File: src/rtl/cpu_pkg.sv
// Shared definitions for the accumulator CPU sequencer: opcodes, cycle
// states and the bundle of control strobes driven into the datapath.
package cpu_pkg;

    // Opcode field of the instruction register.
    typedef enum logic [2:0] {
        HLT  = 3'd0,
        SKZ  = 3'd1,
        ADD  = 3'd2,
        ANDD = 3'd3,
        XORR = 3'd4,
        LDA  = 3'd5,
        STO  = 3'd6,
        JMP  = 3'd7
    } opcode_t;

    // Instruction-cycle states; S0..S7 form the fixed fetch/execute cycle.
    typedef enum logic [3:0] {
        IDLE = 4'd0,
        S0   = 4'd1,
        S1   = 4'd2,
        S2   = 4'd3,
        S3   = 4'd4,
        S4   = 4'd5,
        S5   = 4'd6,
        S6   = 4'd7,
        S7   = 4'd8,
        HALT = 4'd9
    } state_t;

    // One bit per datapath control output.
    typedef struct packed {
        logic rd;
        logic wr;
        logic load_ir;
        logic inc_pc;
        logic load_pc;
        logic alu_ena;
        logic load_acc;
        logic datactl_ena;
        logic halt;
    } strobe_t;

    localparam strobe_t STROBE_NONE = '0;

    // Opcodes that read an operand from memory and update the accumulator.
    function automatic logic is_alu_op(input opcode_t op);
        return (op == ADD) || (op == ANDD) || (op == XORR) || (op == LDA);
    endfunction

endpackage

File: src/rtl/cpu_seq_decode.sv
// Combinational strobe decode: maps the state being entered, together with
// the captured opcode and zero flag, onto the datapath control strobes.
module cpu_seq_decode
    import cpu_pkg::*;
(
    input  state_t  next_state,
    input  opcode_t op,
    input  logic    zero_flag,
    output strobe_t strobes
);

    // Strobes for the state about to be entered.
    always_comb begin
        // NOTE: assigning every output a default first keeps this block free of inferred latches.
        strobes = STROBE_NONE;
        case (next_state)
            S0, S1: begin
                // Fetch: read the two instruction bytes and step the PC.
                strobes.rd      = 1'b1;
                strobes.load_ir = 1'b1;
                strobes.inc_pc  = 1'b1;
            end
            S3, S4: begin
                if (is_alu_op(op)) begin
                    // Operand read; ALU register in S3, accumulator in S4.
                    strobes.rd       = 1'b1;
                    strobes.alu_ena  = (next_state == S3);
                    strobes.load_acc = (next_state == S4);
                end else begin
                    case (op)
                        STO: begin
                            strobes.datactl_ena = 1'b1;
                            strobes.wr          = (next_state == S4);
                        end
                        JMP:     strobes.load_pc = 1'b1;
                        SKZ:     strobes.inc_pc  = zero_flag;
                        default: ;
                    endcase
                end
            end
            // Keep the accumulator on the bus one cycle past the write.
            S5:      strobes.datactl_ena = (op == STO);
            HALT:    strobes.halt        = 1'b1;
            default: ;
        endcase
    end

endmodule

File: src/rtl/cpu_sequencer.sv
// Instruction-cycle controller: steps each instruction through S0..S7,
// captures opcode/zero mid-cycle and registers the decoded strobes so every
// output is stable for the whole state it belongs to.
module cpu_sequencer
    import cpu_pkg::*;
(
    input  logic       clk,
    input  logic       rst,
    input  logic       ena,
    input  logic [2:0] opcode,
    input  logic       zero,
    output logic       rd,
    output logic       wr,
    output logic       load_ir,
    output logic       inc_pc,
    output logic       load_pc,
    output logic       alu_ena,
    output logic       load_acc,
    output logic       datactl_ena,
    output logic       halt
);

    state_t  state;
    state_t  next_state;
    opcode_t op_q;
    opcode_t op_d;
    logic    zero_q;
    logic    zero_d;
    strobe_t strobes_d;
    strobe_t strobes_q;

    // Next-state logic for the fetch/execute cycle.
    always_comb begin
        next_state = state;
        case (state)
            IDLE:    if (ena) next_state = S0;
            S0:      next_state = S1;
            S1:      next_state = S2;
            S2:      next_state = S3;
            S3:      next_state = (op_q == HLT) ? HALT : S4;
            S4:      next_state = S5;
            S5:      next_state = S6;
            S6:      next_state = S7;
            S7:      next_state = ena ? S0 : IDLE;
            HALT:    next_state = HALT;
            default: next_state = IDLE;
        endcase
    end

    // Opcode/zero capture on the S2->S3 edge; the decode sees the value
    // being captured so S3 strobes are correct on that same edge.
    always_comb begin
        op_d   = op_q;
        zero_d = zero_q;
        if (state == S2) begin
            op_d   = opcode_t'(opcode);
            zero_d = zero;
        end
    end

    cpu_seq_decode u_decode (
        .next_state (next_state),
        .op         (op_d),
        .zero_flag  (zero_d),
        .strobes    (strobes_d)
    );

    // State, captured instruction fields and registered strobes.
    always_ff @(posedge clk or posedge rst) begin
        if (rst) begin
            state     <= IDLE;
            op_q      <= HLT;
            zero_q    <= 1'b0;
            strobes_q <= STROBE_NONE;
        end else begin
            // NOTE: non-blocking assignments here so every register samples pre-edge values.
            state     <= next_state;
            op_q      <= op_d;
            zero_q    <= zero_d;
            strobes_q <= strobes_d;
        end
    end

    assign rd          = strobes_q.rd;
    assign wr          = strobes_q.wr;
    assign load_ir     = strobes_q.load_ir;
    assign inc_pc      = strobes_q.inc_pc;
    assign load_pc     = strobes_q.load_pc;
    assign alu_ena     = strobes_q.alu_ena;
    assign load_acc    = strobes_q.load_acc;
    assign datactl_ena = strobes_q.datactl_ena;
    assign halt        = strobes_q.halt;

endmodule

File: config.mk
export PLATFORM = sky130hd
export DESIGN_NAME = cpu_sequencer
export DESIGN_NICKNAME = d
export VERILOG_FILES = /design/src/rtl/cpu_pkg.sv /design/src/rtl/cpu_seq_decode.sv /design/src/rtl/cpu_sequencer.sv
export SDC_FILE = /design/constraint.sdc
export NUM_CORES = 1
export LEC_CHECK = 0
export ABC_AREA = 1
export BUFFER_PORTS_ARGS = -buffer_cell sky130_fd_sc_hd__buf_4
export CAP_MARGIN = 0
export CORE_ASPECT_RATIO = 1.2
export CORE_MARGIN = 4
export CORE_UTILIZATION = 50
export CTS_CLUSTER_SIZE = 40
export DETAILED_ROUTE_END_ITERATION = 16
export MAX_ROUTING_LAYER = met4
export PLACE_DENSITY = 0.73
export SLEW_MARGIN = 10
export SYNTH_ARGS = -nofsm -noshare
export SYNTH_HDL_FRONTEND = slang
export SYNTH_SLANG_ARGS = --single-unit
File: constraint.sdc
create_clock -name clk -period 2.9 [get_ports clk]
set_input_delay 0.435 -clock clk [delete_from_list [all_inputs] [get_ports clk]]
set_output_delay 0.435 -clock clk [all_outputs]
set_load 0.01 [all_outputs]
# After elaboration in Yosys (flattened, before gate mapping)
# Index checks and enable logic that the tools add are counted.
# op_classes
reduce_logical	7
n_mux	22
n_eq_ne	22
# ops
op	n
$pmux W4 S10	1
$eq A4 B3 Y1 const B	7
$eq A3 B3 Y1 const B	4
$eq A4 B2 Y1 const B	3
$eq A4 B4 Y1 const B	3
$mux W1	12
$eq A4 B1 Y1 const B	2
$mux W4	2
$eq A3 B2 Y1 const B	2
$mux W3	2
$pmux W1 S2	3
$logic_not A4 Y1	1
$mux W2	2
$reduce_or A2 Y1	2
$eq A3 B1 Y1 const B	1
$logic_not A3 Y1	1
$logic_or A1 B1 Y1	3
# word_totals
wordCells	63
in_bits	7
regBits	17
out_inout_bits	9

# Logic depth before layout (Yosys ltp)
# depth
ltp_word	8
depth_mapped	9
ltp_nobuf	9

# Hierarchy
# Synthesis repeated with hierarchy kept, for this count alone.
# unflattened
hier_cells	97
area_unflattened_um2	773.2
# by_module_without_submodules
module	area_per_inst_um2	cells_per_inst	seq_area_each_um2	instances
cpu_sequencer	626.9	64	425.4	1
cpu_seq_decode	146.4	33	0.0	1

# Worst setup path before layout
# Ideal clock, no wire load.
# synth_path
path_type	reg2reg
from	register state[2]
to	register strobes_q, in the netlist rd
t_arrival_ns	1.034
path_slack_ns	1.740
stages_incl_launch_ff	9
path_cell_list	dfrtp_1 nor2_4 nand2_4 nand2_2 nand2_4 inv_2 nand2_2 nand3_1 nand2_1
# synth_lines
element	line_no	source
start: declaration	cpu_sequencer.sv:23	state_t state;
start signal: assignment	cpu_sequencer.sv:77	state <= next_state;
end signal: assignment	cpu_sequencer.sv:80	strobes_q <= strobes_d;
end: declaration	cpu_sequencer.sv:30	strobe_t strobes_q;

==> flow_metrics.py <==
metrics = {
    "cts": {
        "clockBufferDepth": 2,
        "root_buffer": "clkbuf_4",
        "cts_resized": 0,
        "post-cts-setup-buffer-count": 0,
        "cts_hold_buf": 0,
        "numCtsBuffers": 3,
        "cts_tree": "done",
        "insertion_delay_ns": 0.29,
        "htree_levels": 1,
        "cts.sinks": 17,
        "path_clk_slew_ns": 0.10,
    },
    "worst_setup_path": {
        "r2r_cells": 7,
        "r2r-end": "inc_pc$_DFF_PP0_",
        "worstSetupStartpointType": "flop",
        "critPathCapture": "inc_pc$_DFF_PP0_",
        "critPathMaxFanout": 7,
        "cp-end-kind": "flop",
        "cp.required_ns": 3.14,
        "r2r_start": "state[2]$_DFF_PP0_",
        "criticalPathCategory": "reg -> reg",
        "worst-r2r-setup-slack_ns": 1.55,
        "setup.worst_path.start": "state[2]$_DFF_PP0_",
        "cp.arrival_ns": 1.58,
    },
    "floorplan": {
        "fp.dieH_um": 52.5,
        "die_w_um": 45.0,
        "die_area_um2": 2360,
        "rows": 15,
        "pin_count": 16,
        "initial_core_util": 0.548,
        "coreArea_um2": 1500,
    },
    "routing": {
        "drc": 0,
        "via_per_inst": 5.04,
        "drt_pass1_iterations": 4,
        "avgRoutedWirePerCell_um": 11.8,
        "first_iter_violations": 8,
        "ant_nets": 0,
        "routed_wl_um": 1500,
        "vias": 640,
    },
    "logic_synthesis": {
        "seq_area_frac_synth": 0.517,
        "ys_ff_latch": 17,
        "yosysTopAreaCellShare": 0.517,
        "synth.largest_area_cell": "dfrtp_1",
        "yosys.area_share.xor_xnor": 0,
        "synth_area_leaders": "dfrtp_1, inv_1, nand3_1",
        "synthCells": 91,
        "synth_top_family_by_area": "simple AND/OR/NAND/NOR gates",
        "synth_adder_area_share": 0,
        "synth_compound_area_frac": 0.0380,
        "ys_warn_count": 0,
        "synth.avg_cell_area_um2": 9.05,
        "muxShareOfSynthArea": 0,
        "synthesis.nets": 98,
        "synth_cell_type_count": 18,
        "synth_area_um2": 823,
        "synthSimpleGateAreaFrac": 0.343,
    },
    "final_layout": {
        "diodes": 0,
        "mostFrequentLayoutCells": "dfrtp_1, inv_1, buf_4",
        "synthToLayoutAreaGrowth_pct": 19.5,
        "nFillCells": 132,
        "final_common_cell": "dfrtp_1",
        "nets": 118,
        "multi_input_area_um2": 314,
        "finish.utilization": 0.655,
        "drive_gt1_frac": 0.355,
        "register_area_um2": 425,
    },
    "placement": {
        "port_buffers": 15,
        "gp_congestion": 0.847,
        "place_hpwl_um": 1180,
    },
    "grt": {
        "grt_antenna_before_repair": 0,
        "grt_first_pass_wirelength_um": 2610,
        "globalRouteOverflowTotal": 0,
        "grt_max_degree": 18,
        "gr-usage-all-layers": 0.161,
        "first_global_vias": 632,
    },
    "sta": {
        "slew_headroom": 0.583,
        "clock-skew-final_ns": 0.00182,
        "setup_viol": 0,
        "hold_viol": 0,
        "finalSetupTns_ns": 0,
        "tightest_slew_ns": 0.624,
        "rsz0062_at_grt": "false",
        "drv_slew": 0,
        "min_period_over_period": 0.465,
        "layout_min_cycle_time_ns": 1.35,
        "max_freq_mhz": 741,
    },
    "power": {
        "powerDensity_nw_per_um2": 1110,
        "static-leakage-power_nw": 0.549,
        "peakVddDrop_uv": 546,
    },
    "outcome": {
        "status": "complete, no violations",
    },
    "flow_run": {
        "drv_cap": 0,
    },
    "hold_path": {
        "hold_path.class": "in -> async",
    },
}
## power by group
group | internal [W] | switching [W] | total [W]
combinational | 0.000204 | 0.000370 | 0.000574
sequential | 0.000326 | 0.0000660 | 0.000392
clock | 0.0000535 | 0.0000733 | 0.000127
## cell type report
cell class / instances / area share
sequential: 17 / 0.433
multi-input combinational: 53 / 0.319
tap: 17 / 0.0216
inverter: 21 / 0.0852
timing repair buffer: 15 / 0.115
clock buffer: 4 / 0.0267
## synthesized netlist by cell type (all sizes together)
cell type	n
a31oi	1
dfrtp	17
nand3	11
inv	20
nand2	20
o21ai	3
nor2	11
nor3	1
nor3b	1
and2	1
nand3b	2
clkinv	1
a21oi	2
## per-layer routing
layer	GRT usage	share of wire
met5	-	0
met4	0.0878	0.023
met3	0.0481	0.053
met2	0.262	0.51
met1	0.174	0.42
## kinds of logic (layout without fill, tap and decap cells)
group,count (synthesis),in the layout
buffers and inverters,21,40
AO/OA/AOI/OAI,6,6
flip-flops,17,17
AND/OR/NAND/NOR,47,47
## state kept, by name, summed over array words and instances, names as in the netlist
signal	flops
wr	1
inc_pc	1
zero_q	1
state	4
load_acc	1
alu_ena	1
load_ir	1
datactl_ena	1
halt	1
load_pc	1
rd	1
op_q	3
## metrics by stage
stage	area (um2)	hold WS, ns	cells	setup slack, ns	total power [W]
floorplan	823	0.361	91	1.74	0.000823
global placement	957	0.530	123	1.57	0.000955
detailed placement	957	0.536	123	1.56	0.000973
CTS	983	0.243	127	1.54	0.00110
global route	983	0.274	127	1.45	0.00119
finish	983	0.216	127	1.55	0.00109
## worst max-delay path, cell delays in order, from the launching register on
cell and delay (ns):
dfrtp_1 0.46, nor2_4 0.25, nand2_4 0.12, nand2_1 0.09
nand2_2 0.09, nor2_1 0.15, nand3_1 0.09, nand2_1 0.06
## worst min path at each step
stage / from / cells past startpoint / to / slack [ns]
detailed placement: zero_q$_DFF_PP0_ / 4 / zero_q$_DFF_PP0_ / 0.54
global route: rst / 2 / load_ir$_DFF_PP0_ / 0.27
finish: rst / 2 / rd$_DFF_PP0_ / 0.22
floorplan: rst / 1 / alu_ena$_DFF_PP0_ / 0.36
global placement: zero_q$_DFF_PP0_ / 4 / zero_q$_DFF_PP0_ / 0.53
CTS: rst / 2 / wr$_DFF_PP0_ / 0.24
(Power assumes the default switching activity.)
